`src/rtl/seq_det_ctrl.sv`:
```
// seq_det_ctrl: programmable serial sequence detector controller.
//
// A pattern configuration (bits, length, overlap mode, match threshold) is
// accepted through a ready/valid handshake while idle. A run scans the
// qualified serial stream, pulses on each match, counts matches and raises a
// sticky interrupt when the threshold is reached.
//
// Ports:
//   clk          system clock, rising edge
//   rst          asynchronous active-low reset
//   cfg_valid    configuration write request
//   cfg_ready    high only while idle
//   cfg_pattern  pattern bits, bit [len-1] oldest, bit 0 newest
//   cfg_len      pattern length, legal 1..PAT_W
//   cfg_overlap  1 = overlapping detection, 0 = non-overlapping
//   cfg_thresh   match count that halts the run, 0 = never halt
//   cfg_err      one-cycle pulse when an illegal length is rejected
//   start        begin a run (idle only)
//   stop         abort a run (run or halt)
//   signal       serial data bit
//   sig_valid    qualifies signal
//   out          one-cycle match pulse, one cycle after the sampling edge
//   match_cnt    matches in the current run, saturating
//   irq          sticky threshold-reached flag
//   busy         high while running or halted
//
// state    | meaning
// st_idle  | accepting configuration, waiting for start
// st_run   | sampling the stream and counting matches
// st_halt  | threshold reached, stream ignored until stop

module seq_det_ctrl #(
  parameter int PAT_W = 4,
  parameter int CNT_W = 8,
  parameter int LEN_W = $clog2(PAT_W + 1)
) (
  input  logic             clk,
  input  logic             rst,
  input  logic             cfg_valid,
  output logic             cfg_ready,
  input  logic [PAT_W-1:0] cfg_pattern,
  input  logic [LEN_W-1:0] cfg_len,
  input  logic             cfg_overlap,
  input  logic [CNT_W-1:0] cfg_thresh,
  output logic             cfg_err,
  input  logic             start,
  input  logic             stop,
  input  logic             signal,
  input  logic             sig_valid,
  output logic             out,
  output logic [CNT_W-1:0] match_cnt,
  output logic             irq,
  output logic             busy
);

  typedef enum logic [1:0] {
    st_idle = 2'd0,
    st_run  = 2'd1,
    st_halt = 2'd2
  } state_t;

  state_t           state;
  logic [PAT_W-1:0] pat;
  logic [LEN_W-1:0] len;
  logic             ovl;
  logic [CNT_W-1:0] thresh;
  logic [PAT_W-1:0] hist;
  logic [LEN_W-1:0] fill;

  logic [PAT_W-1:0] hist_n;
  logic [LEN_W-1:0] fill_n;
  logic [PAT_W-1:0] len_mask;
  logic             hit;
  logic             cfg_len_ok;
  logic [CNT_W-1:0] cnt_inc;

  assign cfg_ready = (state == st_idle);
  assign busy      = (state != st_idle);

  always_comb begin
    hist_n   = {hist[PAT_W-2:0], signal};
    fill_n   = (fill == LEN_W'(PAT_W)) ? fill : fill + LEN_W'(1);
    len_mask = '0;
    for (int i = 0; i < PAT_W; i++) begin
      len_mask[i] = (LEN_W'(i) < len);
    end
    // Only the newest len bits take part in the compare.
    hit        = (fill_n >= len) && ((hist_n & len_mask) == (pat & len_mask));
    cfg_len_ok = (cfg_len != '0) && (cfg_len <= LEN_W'(PAT_W));
    cnt_inc    = (match_cnt == {CNT_W{1'b1}}) ? match_cnt : match_cnt + CNT_W'(1);
  end

  always_ff @(posedge clk or negedge rst) begin
    if (!rst) begin
      state     <= st_idle;
      pat       <= '0;
      len       <= LEN_W'(PAT_W);
      ovl       <= 1'b1;
      thresh    <= '0;
      hist      <= '0;
      fill      <= '0;
      out       <= 1'b0;
      match_cnt <= '0;
      irq       <= 1'b0;
      cfg_err   <= 1'b0;
    end else begin
      out     <= 1'b0;
      cfg_err <= 1'b0;

      // A write landing together with start is already in place for the run.
      if (state == st_idle && cfg_valid) begin
        if (cfg_len_ok) begin
          pat    <= cfg_pattern;
          len    <= cfg_len;
          ovl    <= cfg_overlap;
          thresh <= cfg_thresh;
        end else begin
          cfg_err <= 1'b1;
        end
      end

      case (state)
        st_idle: begin
          if (start && !stop) begin
            state     <= st_run;
            match_cnt <= '0;
            irq       <= 1'b0;
            hist      <= '0;
            fill      <= '0;
          end
        end
        st_run: begin
          if (stop) begin
            state <= st_idle;
            irq   <= 1'b0;
          end else if (sig_valid) begin
            hist <= hist_n;
            if (hit) begin
              out       <= 1'b1;
              match_cnt <= cnt_inc;
              fill      <= ovl ? fill_n : '0;
              if (thresh != '0 && cnt_inc == thresh) begin
                state <= st_halt;
                irq   <= 1'b1;
              end
            end else begin
              fill <= fill_n;
            end
          end
        end
        st_halt: begin
          if (stop) begin
            state <= st_idle;
            irq   <= 1'b0;
          end
        end
        default: begin
          state <= st_idle;
        end
      endcase
    end
  end

endmodule

```
`config.mk`:
```
export PLATFORM = sky130hd
export DESIGN_NAME = seq_det_ctrl
export DESIGN_NICKNAME = d
export VERILOG_FILES = /design/src/rtl/seq_det_ctrl.sv
export SDC_FILE = /design/constraint.sdc
export NUM_CORES = 1
export LEC_CHECK = 0
export CELL_PAD_IN_SITES_DETAIL_PLACEMENT = 1
export CELL_PAD_IN_SITES_GLOBAL_PLACEMENT = 2
export CORE_MARGIN = 2
export CORE_UTILIZATION = 30
export CTS_CLUSTER_DIAMETER = 150
export CTS_CLUSTER_SIZE = 16
export DETAILED_ROUTE_END_ITERATION = 12
export HOLD_SLACK_MARGIN = 0.05
export PLACE_DENSITY = 0.84
export SYNTH_ARGS = -nofsm -noshare
export SYNTH_HDL_FRONTEND = slang
export SYNTH_SLANG_ARGS = --single-unit
```
`constraint.sdc`:
```
create_clock -name clk -period 2.2 [get_ports clk]
set_input_delay 0.55 -clock clk [delete_from_list [all_inputs] [get_ports clk]]
set_output_delay 0.55 -clock clk [all_outputs]
set_load 0.01 [all_outputs]
```
* Yosys cells after proc, flatten, opt, wreduce, memory -nomap -nowiden *
Index checks and enable logic that the tools add are counted.

storage, ports and cells
  output and inout port bits = 13
  input port bits = 23
  register bits = 35
  word-level logic and storage cells = 89

cells by class
  reductions and logical operators = 17
  muxes and demuxes = 37
  $lt $le $gt $ge = 6
  add/sub/neg operators = 2
  equality and inequality tests = 14
  bitwise logic cells = 2

operators by type and width
  kind                   number
  $mux W8                5
  $mux W3                9
  $pmux W8 S2            1
  $mux W1                12
  $mux W2                6
  $pmux W3 S2            2
  $reduce_and A5 Y1      2
  $ne A3 B3 Y1 const B   3
  $add A8 B1 Y8 const B  1
  $and A4 B4 Y4          2
  $eq A8 B8 Y1           1
  $eq A8 B8 Y1 const B   1
  $ne A2 B2 Y1 const B   4
  $reduce_bool A8 Y1     1
  $lt A1 B3 Y1 const A   2
  $lt A2 B3 Y1 const A   2
  $pmux W2 S3            1
  $reduce_and A6 Y1      1
  $reduce_bool A3 Y1     2
  $logic_and A1 B1 Y1    5
  $eq A4 B4 Y1           1
  $reduce_and A4 Y1      1
  $reduce_bool A2 Y1     2
  $add A3 B1 Y3 const B  1
  other kinds (10)       10

* Depth between registers and ports, before layout *
  word-level depth = 9
  gate-level depth with buffers = 12
  gate-level depth less buffers = 11

* Least setup slack after synthesis *
OpenSTA, ideal clock, no wires.

  kind = register to register
  start = register fill[0]
  end = register match_cnt[6]
  slack = -0.093 ns
  period minus slack after synthesis = 2.293 ns
  library setup time = 0.079 ns
  arrival time = 2.214 ns
  stages on the path, launching flop included = 13
  path buffers = 1
  required time = 2.121 ns
  cell sequence = dfrtp_1 -> inv_1 -> ha_1 -> nand2_1 -> xnor2_1 -> ha_1 -> nand2b_1 -> a21o_1 -> a21o_1 -> and3b_1 -> buf_4 -> nor2_1 -> a2bb2oi_1

between the ends
  cells in the longest elaborated chain, start to end = 6
  elaborated cells on any way between the ends = 7
  those cells by class = 1 x add/sub; 1 x order compare; 2 x eq/ne; 1 x mux; 2 x reduce/logical

ends and longest elaborated chain
  item                                           RTL line  source
  start, declared                                68        logic [LEN_W-1:0] fill;
  start signal, assigned                         141       fill <= ovl ? fill_n : '0;
  start signal, assigned                         147       fill <= fill_n;
  $add A3 B1 Y3 or $eq A3 B3 Y1 (tied branches)  82        fill_n = (fill == LEN_W'(PAT_W)) ? fill : fill + LEN_W'(1);
  $mux W3 *                                      82
  $ge A3 B3 Y1 *                                 88        hit = (fill_n >= len) && ((hist_n & len_mask) == (pat & len_mask));
  $logic_and A1 B1 Y1 *                          88
  $ne A2 B2 Y1 (no source line) *                n/a
  $reduce_and A5 Y1 (no source line) *           n/a
  end signal, assigned                           140       match_cnt <= cnt_inc;
  end, declared                                  51        output logic [CNT_W-1:0] match_cnt,

Every way passes the cells marked *; elsewhere a longest branch is shown, timed or not.
A chain may end at the register's enable or synchronous reset.

* Worst setup path in the final report *
  start = register fill[0]
  end = register match_cnt[5]

Same word-level chain as after synthesis.

==> reports/qor_table.md <==
| Quantity | Value | Unit |
| --- | --- | --- |
| Worst-case hold slack | 0.505 | ns |
| Leakage power total | 0.00133 | µW |
| DRT iter0 DRCs | 110 | - |
| Internal | 1440 | µW |
| Setup Skew | 0.00803 | ns |
| Cells after synthesis | 227 | - |
| Net total in the final layout | 329 | - |
| Sequential group share of total power | 40.8 | % |
| Largest area contributor in the netlist | dfrtp_1 | - |
| Share of the yosys chip area belonging to registers | 39.7 | % |
| Worst reg2reg path depth | 12 | - |
| Starting utilization of the core area | 30.7 | % |
| Power density normalized to cell area | 659 | mW/mm² |
| Crit start category | flip-flop | - |
| N_diodes | 0 | - |
| H-tree depth reported by CTS | 2 | - |
| MaxCap Viol Count | 0 | - |
| CTS tree | built | - |
| Highest attainable clock frequency | 424 | MHz |
| Number of placed cells counting well taps | 390 | - |
| Clock Root Buffer | clkbuf_8 | - |
| Crit path top cell by count | a21o_1 | - |
| Post-synth ARST share | 100 | % |
| Most used flip-flop cell after synthesis | dfrtp_1 | - |
| Post-Synthesis Net Count | 256 | - |
| Worst EP required | 2.39 | ns |
| Mean instance size in the synthesized netlist | 9.75 | µm² |
| Outcome | finished, violations left | - |
| Number of synthesized flops with an enable pin | 0 | - |
| HP Class | flip-flop to flip-flop | - |
| Post-detailed-routing wire length | 6.48 | mm |
| Top post-synthesis cells by count | dfrtp_1 (33), nand2_1 (21), nor2_1 (20), mux2_2 (15), o21ai_0 (14) | - |
| Number of library cell types mapped by synthesis | 56 | - |
| Violations in the final reports | setup timing | - |
| Vias in the first global route | 2258 | - |
| Minimum period implied by the final worst setup slack | 2.36 | ns |
| Mapped Area | 0.00221 | mm² |
| Most frequently used cell type in the post-synthesis netlist | dfrtp_1 | - |
| Global-route wire length before repair | 11.3 | mm |
| Number of buffers and inverters on the critical path | 2 | - |
| Std cell rows | 31 | - |
| Clock latency on the worst-skew pair | 0.30 | ns |
| DRC violations left | 0 | - |
| RSZ-0062 raised after global routing | yes | - |
| Total global-route track usage | 17.2 | % |
| Largest cells by area after synthesis | dfrtp_1 (37%), mux2_2 (7.6%), nand2_1 (3.6%) | - |
| Switching share of total power | 30.2 | % |
| Count of input and output buffers | 35 | - |
| Final worst-path cycle share | 107 | % |
| Clock tree buffer depth | 2 | - |
| Hold Path Cell Cnt | 2 | - |
| Element type at the critical path end | flip-flop | - |
| Critical path, cell by cell | inv_1 > ha_2 > nand2_2 > xnor2_2 > ha_1 > nand2b_4 > a21o_1 > a21o_1 > and3b_2 > buf_6 > nand3_2 > a21bo_2 | - |
| Net load switching power | 622 | µW |
| Chip Height | 89.9 | µm |
| Clock input transition at the sequential cells of the worst setup and hold paths | 0.08 | ns |
| Fraction of power consumed by combinational cells | 28.2 | % |
| Critical Path Slowest Stage Cell | dfrtp_1 | - |
| GRT overflow | 0 | - |
| Synthesis warning total | 0 | - |
| Final Max Tran Viols | 0 | - |
| Cell family with most CP delay | compound AO/OA/AOI/OAI gates | - |
| Area growth, synth to finish | 41.2 | % |
| Largest fanout on the critical path | 6 | - |
| VDD IR-drop max | 349 | µV |
| Clk sink count | 35 | - |
| Die Span X | 89.9 | µm |
| Layout cells sized above 1 | 31.2 | % |
| Die footprint | 0.00808 | mm² |
| Number of cells on the critical path | 12 | - |
| Number of I/O pins | 36 | - |
| Via total after detailed routing | 2024 | - |
| Clock network fraction of total power | 31.0 | % |
| DRT Pass-1 Iters | 4 | - |
| Critical path start-end classification | flip-flop to flip-flop | - |
| Core area | 0.00721 | mm² |
| Routed vias/inst | 5.06 | - |
| Placed wire-length estimate after detailed placement | 4.82 | mm |
| Remaining antenna violation count after routing | 0 | - |
| Hold violation total from the final report | 0 | - |
| #FFs+latches synth | 35 | - |
| Max transition margin | 65.0 | % |
| Final setup violation count | 13 | - |
| Transition time at the pin with the least slew margin | 0.524 | ns |
| Final weighted congestion in routability-driven placement | 0.892 | - |
| Smallest setup slack after layout | -0.160 | ns |
| Final std cells w/o fill | 400 | - |
| Average routed wire per standard cell | 16.2 | µm |
| Crit-path max cell delay | 0.39 | ns |
| Clock buffers created by TritonCTS | 5 | - |
| Initial antenna violation count | 0 | - |
| Top cell type's share of synthesized area | 37.3 | % |
| Maximum number of pins on one net before global-route repair | 36 | - |
| Critical path data arrival time | 2.55 | ns |
-- tightest hold or removal path, stage by stage, from the launching register on --
cell     delay [ns]
dfrtp_1        0.36
nand2_1        0.05
o21ai_0        0.06
-- area by class of cell --
| cell class | count | area [µm²] |
|---|---|---|
| Fill cell | 841 | 4090 |
| Multi-Input combinational cell | 172 | 1290 |
| Sequential cell | 35 | 880 |
| Timing Repair Buffer | 76 | 674 |
| Tap cell | 99 | 124 |
| Clock buffer | 6 | 82.6 |
| Clock inverter | 2 | 38.8 |
| Inverter | 10 | 37.5 |
-- sequential cells by signal, summed over array words and instances, names as in the netlist --
name       count
cfg_err        1
fill           3
hist           3
irq            1
len            3
match_cnt      8
out            1
ovl            1
pat            4
state          2
thresh         8
-- power by group through the flow --
stage	registers (µW)	clock network [µW]	logic [µW]
after detailed placement	848	0	539
after floorplan	828	0	338
final	840	639	580
after global routing	855	681	658
after CTS	836	653	580
after global placement	842	0	521
-- per-layer routing --
layer / routed length, µm / track usage, % / part of all wire [%]
met2: 3060 / 28.6 / 47
met5: 0 / 0 / 0
met3: 302 / 3.02 / 4.7
met4: 116 / 5.90 / 1.8
met1: 3010 / 22.7 / 46
-- cell usage in the layout, fill, tap and decap left out, drive strengths merged, types with 4 or more instances in the layout --
| master | count |
|---|---|
| buf | 41 |
| clkdlybuf4s50 | 35 |
| dfrtp | 33 |
| nand2 | 21 |
| nor2 | 20 |
| mux2 | 15 |
| o21ai | 15 |
| inv | 11 |
| a21oi | 10 |
| nand2b | 7 |
| clkbuf | 6 |
| nand3 | 6 |
| ha | 6 |
| xor2 | 5 |
| nor3 | 5 |
| xnor2 | 5 |
| o211ai | 4 |
| a22o | 4 |
-- cell families (layout without fill, tap and decap cells) --
logic type	after synthesis	after routing	synth area share, %
fa+ha+maj	6	6	3.39
buf+inv	21	94	6.11
simple gates	77	78	18.0
flops	35	35	39.7
xor+xnor	10	10	3.96
mux	15	15	7.63
compound gates	63	63	21.2
-- worst paths after layout --
kind | startpoint | endpoint | slack [ns]
max | fill[0]$_DFFE_PN0P_ | match_cnt[5]$_DFFE_PN0P_ | -0.16
min | hist[2]$_DFFE_PN0P_ | hist[2]$_DFFE_PN0P_ | 0.51
max reg2reg | fill[0]$_DFFE_PN0P_ | match_cnt[5]$_DFFE_PN0P_ | -0.16
min reg2reg | hist[2]$_DFFE_PN0P_ | hist[2]$_DFFE_PN0P_ | 0.51
max in group asynchronous | rst | match_cnt[0]$_DFFE_PN0P_ | 1.19
min in group asynchronous | rst | pat[2]$_DFFE_PN0P_ | 0.67
-- through the flow --
step / TNS, ns / worst slack (ns) / cell area, µm² / util, % / total power [µW]
after detailed placement: -1.71 / -0.217 / 2920 / 40.4 / 1390
final: -1.17 / -0.160 / 3120 / 43.3 / 2060
after CTS: -1.42 / -0.170 / 3080 / 42.7 / 2070
after global routing: -3.24 / -0.295 / 3120 / 43.3 / 2190
after floorplan: -0.112 / -0.0340 / 2230 / - / 1170
after global placement: -0.736 / -0.122 / 2920 / 40.4 / 1360
-- what timing repair did --
action                     4_1_cts  5_1_grt
setup endpoints to repair       16       16
setup buffers                    1        0
hold endpoints to repair         0        0
gates resized for setup          6        8
hold buffers                     0        0
cloned                           1        0
pin swaps                        5        4
Power figures use the tool's default switching activity.
